--- src/rtl/i2c_slave_regfile.sv ---
// I2C target with an auto-incrementing register file, oversampled from one system clock.
// Fabric side has a local write port, a combinational read port and a write strobe.
`timescale 1ns/1ps
module i2c_slave_regfile #(
    parameter logic [6:0] ADDRESS    = 7'b0101010,
    parameter int         NUM_REGS   = 16,
    parameter int         FILTER_LEN = 3,
    localparam int        IW         = $clog2(NUM_REGS)
) (
    input  logic          clk,
    input  logic          rst,
    input  logic          scl_i,
    input  logic          sda_i,
    output logic          sda_oe,
    output logic          busy,
    output logic          wr_strobe,
    output logic [IW-1:0] wr_idx,
    output logic [7:0]    wr_data,
    input  logic          loc_we,
    input  logic [IW-1:0] loc_idx,
    input  logic [7:0]    loc_wdata,
    output logic [7:0]    loc_rdata
);
    typedef enum logic [3:0] {
        IDLE, ADDR, ADDR_ACK, PTR, PTR_ACK, WDATA, WDATA_ACK, RDATA, RDATA_ACK, WAIT_STOP
    } state_t;

    logic [1:0]            scl_sync_r, sda_sync_r;
    logic [FILTER_LEN-1:0] scl_hist_r, sda_hist_r;
    logic                  scl_f_r, sda_f_r, scl_d_r, sda_d_r;
    logic                  rise_r, fall_r, start_r, stop_r;

    state_t          state_r, state_s;
    logic [7:0]      regs_r [NUM_REGS];
    logic [7:0]      shift_r, shift_s, rd_byte_s;
    logic [2:0]      cnt_r, cnt_s;
    logic            got8_r, got8_s, rw_r, rw_s, nack_r, nack_s;
    logic [IW-1:0]   ptr_r, ptr_s, wr_idx_s;
    logic            sda_oe_s, busy_s, wr_strobe_s, i2c_we_s;
    logic [7:0]      wr_data_s;

    assign rd_byte_s = regs_r[ptr_r];
    assign loc_rdata = regs_r[loc_idx];

    // Synchronise, glitch-filter and edge-detect both bus lines; the idle bus level is high.
    always_ff @(posedge clk) begin
        if (rst) begin
            scl_sync_r <= 2'b11;
            sda_sync_r <= 2'b11;
            scl_hist_r <= {FILTER_LEN{1'b1}};
            sda_hist_r <= {FILTER_LEN{1'b1}};
            scl_f_r    <= 1'b1;
            sda_f_r    <= 1'b1;
            scl_d_r    <= 1'b1;
            sda_d_r    <= 1'b1;
            rise_r     <= 1'b0;
            fall_r     <= 1'b0;
            start_r    <= 1'b0;
            stop_r     <= 1'b0;
        end else begin
            scl_sync_r <= {scl_sync_r[0], scl_i};
            sda_sync_r <= {sda_sync_r[0], sda_i};
            scl_hist_r <= FILTER_LEN'({scl_hist_r, scl_sync_r[1]});
            sda_hist_r <= FILTER_LEN'({sda_hist_r, sda_sync_r[1]});
            if (&scl_hist_r)       scl_f_r <= 1'b1;
            else if (~|scl_hist_r) scl_f_r <= 1'b0;
            if (&sda_hist_r)       sda_f_r <= 1'b1;
            else if (~|sda_hist_r) sda_f_r <= 1'b0;
            scl_d_r <= scl_f_r;
            sda_d_r <= sda_f_r;
            rise_r  <= scl_f_r & ~scl_d_r;
            fall_r  <= ~scl_f_r & scl_d_r;
            start_r <= scl_f_r & scl_d_r & ~sda_f_r & sda_d_r;
            stop_r  <= scl_f_r & scl_d_r & sda_f_r & ~sda_d_r;
        end
    end

    // State register.
    always_ff @(posedge clk) begin
        if (rst) state_r <= IDLE;
        else     state_r <= state_s;
    end

    // Next-state logic: STOP and START override every state; otherwise advance on SCL falls.
    always_comb begin
        state_s = state_r;
        if (stop_r) begin
            state_s = IDLE;
        end else if (start_r) begin
            state_s = ADDR;
        end else if (fall_r) begin
            case (state_r)
                ADDR:      state_s = !got8_r ? ADDR : ((shift_r[7:1] == ADDRESS) ? ADDR_ACK : WAIT_STOP);
                ADDR_ACK:  state_s = rw_r ? RDATA : PTR;
                PTR:       state_s = got8_r ? PTR_ACK : PTR;
                PTR_ACK:   state_s = WDATA;
                WDATA:     state_s = got8_r ? WDATA_ACK : WDATA;
                WDATA_ACK: state_s = WDATA;
                RDATA:     state_s = (cnt_r == 3'd0) ? RDATA_ACK : RDATA;
                RDATA_ACK: state_s = nack_r ? WAIT_STOP : RDATA;
                default:   state_s = state_r;
            endcase
        end else begin
            state_s = state_r;
        end
    end

    // Datapath and output next values: sample SDA on rises, change SDA drive only on falls.
    always_comb begin
        shift_s     = shift_r;
        cnt_s       = cnt_r;
        got8_s      = got8_r;
        rw_s        = rw_r;
        nack_s      = nack_r;
        ptr_s       = ptr_r;
        sda_oe_s    = sda_oe;
        busy_s      = busy;
        wr_strobe_s = 1'b0;
        wr_idx_s    = wr_idx;
        wr_data_s   = wr_data;
        i2c_we_s    = 1'b0;
        if (stop_r) begin
            sda_oe_s = 1'b0;
            busy_s   = 1'b0;
            got8_s   = 1'b0;
        end else if (start_r) begin
            sda_oe_s = 1'b0;
            cnt_s    = 3'd7;
            got8_s   = 1'b0;
        end else if (rise_r) begin
            case (state_r)
                ADDR, PTR, WDATA: begin
                    shift_s = {shift_r[6:0], sda_f_r};
                    if (cnt_r == 3'd0) got8_s = 1'b1;
                    else               cnt_s  = cnt_r - 3'd1;
                end
                RDATA_ACK: nack_s = sda_f_r;
                default:   nack_s = nack_r;
            endcase
        end else if (fall_r) begin
            case (state_r)
                ADDR: if (got8_r) begin
                    got8_s = 1'b0;
                    rw_s   = shift_r[0];
                    if (shift_r[7:1] == ADDRESS) begin
                        sda_oe_s = 1'b1;
                        busy_s   = 1'b1;
                    end else begin
                        sda_oe_s = 1'b0;
                    end
                end else begin
                    sda_oe_s = 1'b0;
                end
                ADDR_ACK: begin
                    cnt_s = 3'd7;
                    if (rw_r) begin
                        shift_s  = rd_byte_s;
                        sda_oe_s = ~rd_byte_s[7];
                    end else begin
                        sda_oe_s = 1'b0;
                    end
                end
                PTR: if (got8_r) begin
                    got8_s   = 1'b0;
                    ptr_s    = shift_r[IW-1:0];
                    sda_oe_s = 1'b1;
                end else begin
                    sda_oe_s = 1'b0;
                end
                PTR_ACK, WDATA_ACK: begin
                    sda_oe_s = 1'b0;
                    cnt_s    = 3'd7;
                end
                WDATA: if (got8_r) begin
                    got8_s      = 1'b0;
                    i2c_we_s    = 1'b1;
                    wr_strobe_s = 1'b1;
                    wr_idx_s    = ptr_r;
                    wr_data_s   = shift_r;
                    ptr_s       = ptr_r + IW'(1);
                    sda_oe_s    = 1'b1;
                end else begin
                    sda_oe_s = 1'b0;
                end
                RDATA: if (cnt_r == 3'd0) begin
                    sda_oe_s = 1'b0;
                    ptr_s    = ptr_r + IW'(1);
                end else begin
                    shift_s  = {shift_r[6:0], 1'b0};
                    sda_oe_s = ~shift_r[6];
                    cnt_s    = cnt_r - 3'd1;
                end
                RDATA_ACK: if (!nack_r) begin
                    shift_s  = rd_byte_s;
                    sda_oe_s = ~rd_byte_s[7];
                    cnt_s    = 3'd7;
                end else begin
                    sda_oe_s = 1'b0;
                end
                default: sda_oe_s = 1'b0;
            endcase
        end else begin
            sda_oe_s = sda_oe;
        end
    end

    // Datapath and output registers.
    always_ff @(posedge clk) begin
        if (rst) begin
            shift_r   <= 8'h00;
            cnt_r     <= 3'd7;
            got8_r    <= 1'b0;
            rw_r      <= 1'b0;
            nack_r    <= 1'b0;
            ptr_r     <= {IW{1'b0}};
            sda_oe    <= 1'b0;
            busy      <= 1'b0;
            wr_strobe <= 1'b0;
            wr_idx    <= {IW{1'b0}};
            wr_data   <= 8'h00;
        end else begin
            shift_r   <= shift_s;
            cnt_r     <= cnt_s;
            got8_r    <= got8_s;
            rw_r      <= rw_s;
            nack_r    <= nack_s;
            ptr_r     <= ptr_s;
            sda_oe    <= sda_oe_s;
            busy      <= busy_s;
            wr_strobe <= wr_strobe_s;
            wr_idx    <= wr_idx_s;
            wr_data   <= wr_data_s;
        end
    end

    // Register file: the I2C write comes last so it wins a same-index collision.
    always_ff @(posedge clk) begin
        if (rst) begin
            for (int i = 0; i < NUM_REGS; i++) regs_r[i] <= 8'h00;
        end else begin
            if (loc_we)   regs_r[loc_idx] <= loc_wdata;
            if (i2c_we_s) regs_r[ptr_r]   <= shift_r;
        end
    end
endmodule

--- config.mk ---
export PLATFORM = sky130hd
export DESIGN_NAME = i2c_slave_regfile
export DESIGN_NICKNAME = d
export VERILOG_FILES = /design/src/rtl/i2c_slave_regfile.sv
export SDC_FILE = /design/constraint.sdc
export NUM_CORES = 1
export LEC_CHECK = 0
export ABC_AREA = 1
export BUFFER_PORTS_ARGS = -buffer_cell sky130_fd_sc_hd__buf_2
export CAP_MARGIN = 20
export CELL_PAD_IN_SITES_DETAIL_PLACEMENT = 0
export CELL_PAD_IN_SITES_GLOBAL_PLACEMENT = 2
export CORE_MARGIN = 2
export CORE_UTILIZATION = 35
export CTS_CLUSTER_DIAMETER = 40
export DETAILED_ROUTE_END_ITERATION = 6
export PLACE_DENSITY = 0.71
export SETUP_SLACK_MARGIN = 0.5
export SLEW_MARGIN = 20
export SYNTH_ARGS = -nofsm -noshare
export SYNTH_HDL_FRONTEND = slang
export SYNTH_SLANG_ARGS = --single-unit
--- constraint.sdc ---
create_clock -name clk -period 6.51 [get_ports clk]
set_input_delay 0.9765 -clock clk [delete_from_list [all_inputs] [get_ports clk]]
set_output_delay 0.9765 -clock clk [all_outputs]
set_load 0.02 [all_outputs]
# [Word level (Yosys, flattened, before mapping)]
# Memory sizes are Yosys's and may differ from the RTL's. A register that Yosys moved wholly into a read port is not among the register bits.
# Cells that the tools add are included.
[totals] regBits=55 ram_bits=128 input_bits=17 out_inout_bits=23 mem_count=1
[op_classes] n_addsub=2 n_eq_ne=20 mux=61 bitwise=16 reduce_logical=34
[mem_list] memory="regs_r" depth=16 word_bits=8 rd=2 rd_clocked_by_memory_dff=1 write_ports=16 line="34" text="logic [7:0] regs_r [NUM_REGS];"
[op_table] operator="$mux 8" count=8
[op_table] operator="$mux 4" count=11
[op_table] operator="$mux 1" count=28
[op_table] operator="$pmux 4 s7" count=1
[op_table] operator="$mux 3" count=8
[op_table] operator="$pmux 8 s3" count=1
[op_table] operator="$reduce_and 6->1" count=3
[op_table] operator="$eq 4x3->1 const B" count=4
[op_table] operator="$reduce_and 8->1" count=2
[op_table] operator="$reduce_or 8->1" count=2
[op_table] operator="$reduce_or 3->1" count=5
[op_table] operator="$pmux 4 s3" count=1
[op_table] operator="$ne 2x2->1 const B" count=5
[op_table] operator="$reduce_or 2->1" count=5
[op_table] operator="$ne 3x3->1 const B" count=3
[op_table] operator="$not 1->1" count=9
[op_table] operator="$pmux 3 s3" count=1
[op_table] operator="$eq 4x2->1 const B" count=2
[op_table] operator="$reduce_and 4->1" count=2
[op_table] operator="$reduce_bool 8->1" count=1
[op_table] operator="$and 1x1->1" count=7
[op_table] operator="$eq 7x6->1 const B" count=1
[op_table] operator="$reduce_bool 7->1" count=1
[op_table] operator="$reduce_and 2->1" count=3
[op_table] operator="other kinds (16)" count=19

# [Depth between registers and ports, before layout]
[depth] word_depth=11 ltp_mapped=13 mapped_depth_nobuf=13

# [Least setup slack after synthesis]
# Ideal clock, no wire load.
[synth_path] path_type="input port to output port" start="input port loc_idx[0]" end="output port loc_rdata[1]" arrival_ns=2.170 required_ns=5.534 setup_slack_ns=3.364 stages=8 path_buffers=2 cell_sequence="clkbuf_1 > clkinv_1 > nor2_1 > inv_1 > clkbuf_1 > o21ai_0 > o21ai_0 > nand4_1"
[synth_via] elab_chain_cells=1
[synth_lines] item="start: declaration" line="20" text="input logic [IW-1:0] loc_idx,"
[synth_lines] item="$mem_v2 16x8"
[synth_lines] item="end: declaration" line="22" text="output logic [7:0] loc_rdata"
# Every way passes these cells.

# [Worst setup path in the final report]
[layout_path] start="input port loc_idx[0]" end="output port loc_rdata[7]"
# The elaborated chain is that of the path after synthesis.

==> results.yml <==
critical_path:
  cp.arrival_ns: 3.19
  path_buf_inv: 4
  crit_required_ns: 5.53
  worstSetupPathType: "primary input to primary output"
  end_kind: "primary output"
  critPathSlowestCell: "clkinv_1"
  cp-start-kind: "primary input"
  cp_max_fo: 33
  worstPathCellList: "buf_2 > clkinv_1 > nor2_1 > inv_1 > o21ai_0 > o21ai_0 > nand4_1 > buf_2"
  crit_family: "buffers and inverters"
  critical_path.max_stage_delay_ns: 0.53
timing:
  fin_worst_skew_ns: 0.0131
  hold_viol: 0
  min_period_ns: 4.17
  fmax_ghz: 0.240
  worst_pin_slew_ns: 1.13
  slew_headroom_pct: 24.7
  hold_slack_ns: 0.417
  setup_viol: 0
  period_share_pct: 64.0
  finalMaxSlewViolations: 0
  rsz0062_at_grt: "false"
  tns_ns: 0
floorplan:
  die_height_um: 178
  die_area_sq_um: 31600
  start_util_pct: 35.6
  core_sq_um: 29700
  std_cell_rows: 63
  die_width_um: 178
  boundaryPins: 40
cells_and_area:
  nets: 1331
  diodes: 0
  syn2layout_area_growth_pct: 9.29
  drive_gt1_share_pct: 9.39
clock_tree:
  clk_pin_slew_worst_paths_ns: 0.08
  clk_latency_ns: 0.45
  cts.htree.levels: 4
  cts_resized: 0
  cts_tree: "built"
  cts_sinks: 187
  ctsHoldBuffers: 0
  cts_setup_buffers: 0
  clk_path_buf_depth: 2
  cts-root-buf: "clkbuf_16"
  cts_inserted_buffers: 17
power_and_ir_drop:
  power_leakage_nw: 4.02
  pwr_density_cell_nw_per_um2: 227
  clkPwrFrac_pct: 40.7
  internal-power_mw: 1.88
  peakVddDrop_mv: 0.145
  combPwrFrac_pct: 7.9
  seqPwrFrac_pct: 51.4
  switching_share_pct: 28.2
  switching_power_uw: 739
synthesis:
  synthTopCellsByArea: "edfxtp_1 36%, nand3_1 11%, dfxtp_1 11%"
  yosys.area.top_type: "edfxtp_1"
  synthDistinctLibCells: 37
  synth_nets: 1356
  synth_edf_count: 128
  ys_ff_latch: 187
  syn_inst: 1333
  syn-cell-area_sq_um: 10600
  yosysMostFrequentCell: "nand3_1"
  synth_common_cells: "240 x nand3_1, 154 x o21ai_0, 150 x nand2_1, 128 x edfxtp_1, 128 x o21ai_1"
  ys_warn_count: 0
  synthFlopType: "edfxtp_1"
  postSynthAreaPerCell_sq_um: 7.94
  seq_area_frac_synth_pct: 47.5
  synth-async-reset-ratio_pct: 0
  synthDominantCellAreaShare_pct: 36.3
placement:
  globalplace.congestion: 0.927
  dp_hpwl_mm: 30.1
  port_buffers: 39
global_route:
  gr-usage-all-layers_pct: 27.1
  antenna_found_initial: 0
  grt_max_degree: 100
  grt_pass1_wl_mm: 61.7
  grt_pass1_vias: 9140
  overflow: 0
drt:
  dr.pass1.iters: 5
  via_per_inst: 5.72
  drc: 0
  wl_per_cell_um: 24.5
  ant_nets: 0
  vias: 9788
  dr.first_iter.drc_count: 1017
  drt-total-wl_mm: 41.9
min_path:
  min_path_type: "flop to flop"
job:
  max-cap-violations: 0
outcome:
  outcome: "finished, final reports clean"
-- metal layers --
layer,up-vias,GRT usage [%],share of wire [%]
li1,4637,-,-
met1,4780,37.8,45
met2,326,44.4,47
met3,45,2.96,5.5
met4,0,7.38,2.0
met5,-,0,0
-- power groups by stage --
stage / clock network (mW) / logic, mW / registers [mW]
3_3_place_gp: 0 / 0.208 / 1.37
4_1_cts: 1.08 / 0.205 / 1.34
6_report: 1.07 / 0.208 / 1.35
3_5_place_dp: 0 / 0.205 / 1.37
2_1_floorplan: 0 / 0.115 / 1.36
5_1_grt: 1.13 / 0.222 / 1.35
-- per-stage QoR --
stage               power (mW)  util [%]  setup slack (ns)  instance area, sq um  cells
floorplan                 1.47         -              3.36                 10600   1333
global placement          1.58      36.9              2.46                 11000   1679
detailed placement        1.58      36.9              2.40                 11000   1679
CTS                       2.63      38.9              2.39                 11600   1711
global route              2.70      38.9              2.07                 11600   1711
finish                    2.62      38.9              2.34                 11600   1711
-- cells in the final DEF (no fill, tap or decap), types with 3 or more instances in the layout --
| master | n |
|---|---|
| o21ai_0 | 154 |
| nand4_1 | 11 |
| nand3_4 | 6 |
| edfxtp_1 | 128 |
| buf_2 | 39 |
| inv_2 | 5 |
| buf_4 | 8 |
| o211ai_1 | 28 |
| nand3_1 | 240 |
| dfxtp_1 | 57 |
| clkinv_1 | 4 |
| nor2_4 | 4 |
| nand3b_1 | 14 |
| nand2_2 | 12 |
| inv_8 | 4 |
| o22ai_1 | 4 |
| nand2_1 | 150 |
| o21ai_1 | 128 |
| a21oi_1 | 64 |
| or2_2 | 11 |
| inv_1 | 120 |
| nor2_1 | 71 |
| nor3_1 | 8 |
| ha_1 | 6 |
| clkinv_8 | 3 |
| clkbuf_16 | 17 |
-- state kept, by name, summed over array words and instances, names as in the netlist, 2 cells and up, named ones only --
register    flops
state_r         4
scl_hist_r      3
sda_hist_r      3
wr_idx          4
cnt_r           3
shift_r         8
scl_sync_r      2
sda_sync_r      2
wr_data         8
regs_r        128
ptr_r           4
-- final timing paths --
check | startpoint | slack (ns) | to | cells after the start
worst max-delay path | loc_idx[0] | 2.34 | loc_rdata[7] | 8
worst min-delay path | scl_sync_r[1] | 0.42 | scl_hist_r[0] | 1
worst max register to register | state_r[0] | 3.53 | regs_r[10][3] | 9
worst min register to register | scl_sync_r[1] | 0.42 | scl_hist_r[0] | 1
-- worst reg2reg max path, stage by stage, from the launching register on --
cell and delay [ns]:
dfxtp_1 0.42, inv_2 0.10, nor2_2 0.39, nand2_2 0.18, nor3_4 0.17, buf_4 0.28
nand2_4 0.15, nor2_4 0.25, nand2_2 0.27, nand3b_1 0.45
-- cell families (layout without fill, tap and decap cells) --
| family | Yosys count | in the layout | share of synthesized area [%] |
|---|---|---|---|
| adder cells (fa/ha/maj) | 6 | 6 | 0.710 |
| buffers and inverters | 220 | 208 | 8.02 |
| XOR/XNOR | 3 | 3 | 0.248 |
| AO/OA/AOI/OAI | 385 | 385 | 19.1 |
| flip-flops | 187 | 187 | 47.5 |
| AND/OR/NAND/NOR | 532 | 532 | 24.4 |
-- final cells by class --
| cell class | count | area [sq um] |
|---|---|---|
| clock buffers | 17 | 425 |
| clock inverters | 15 | 168 |
| fillers | 3107 | 18200 |
| inverters | 129 | 487 |
| multi-input cells | 926 | 4710 |
| flip-flops and latches | 187 | 5030 |
| well taps | 390 | 488 |
| repair buffers | 47 | 255 |
Power figures use the tool's default switching activity.
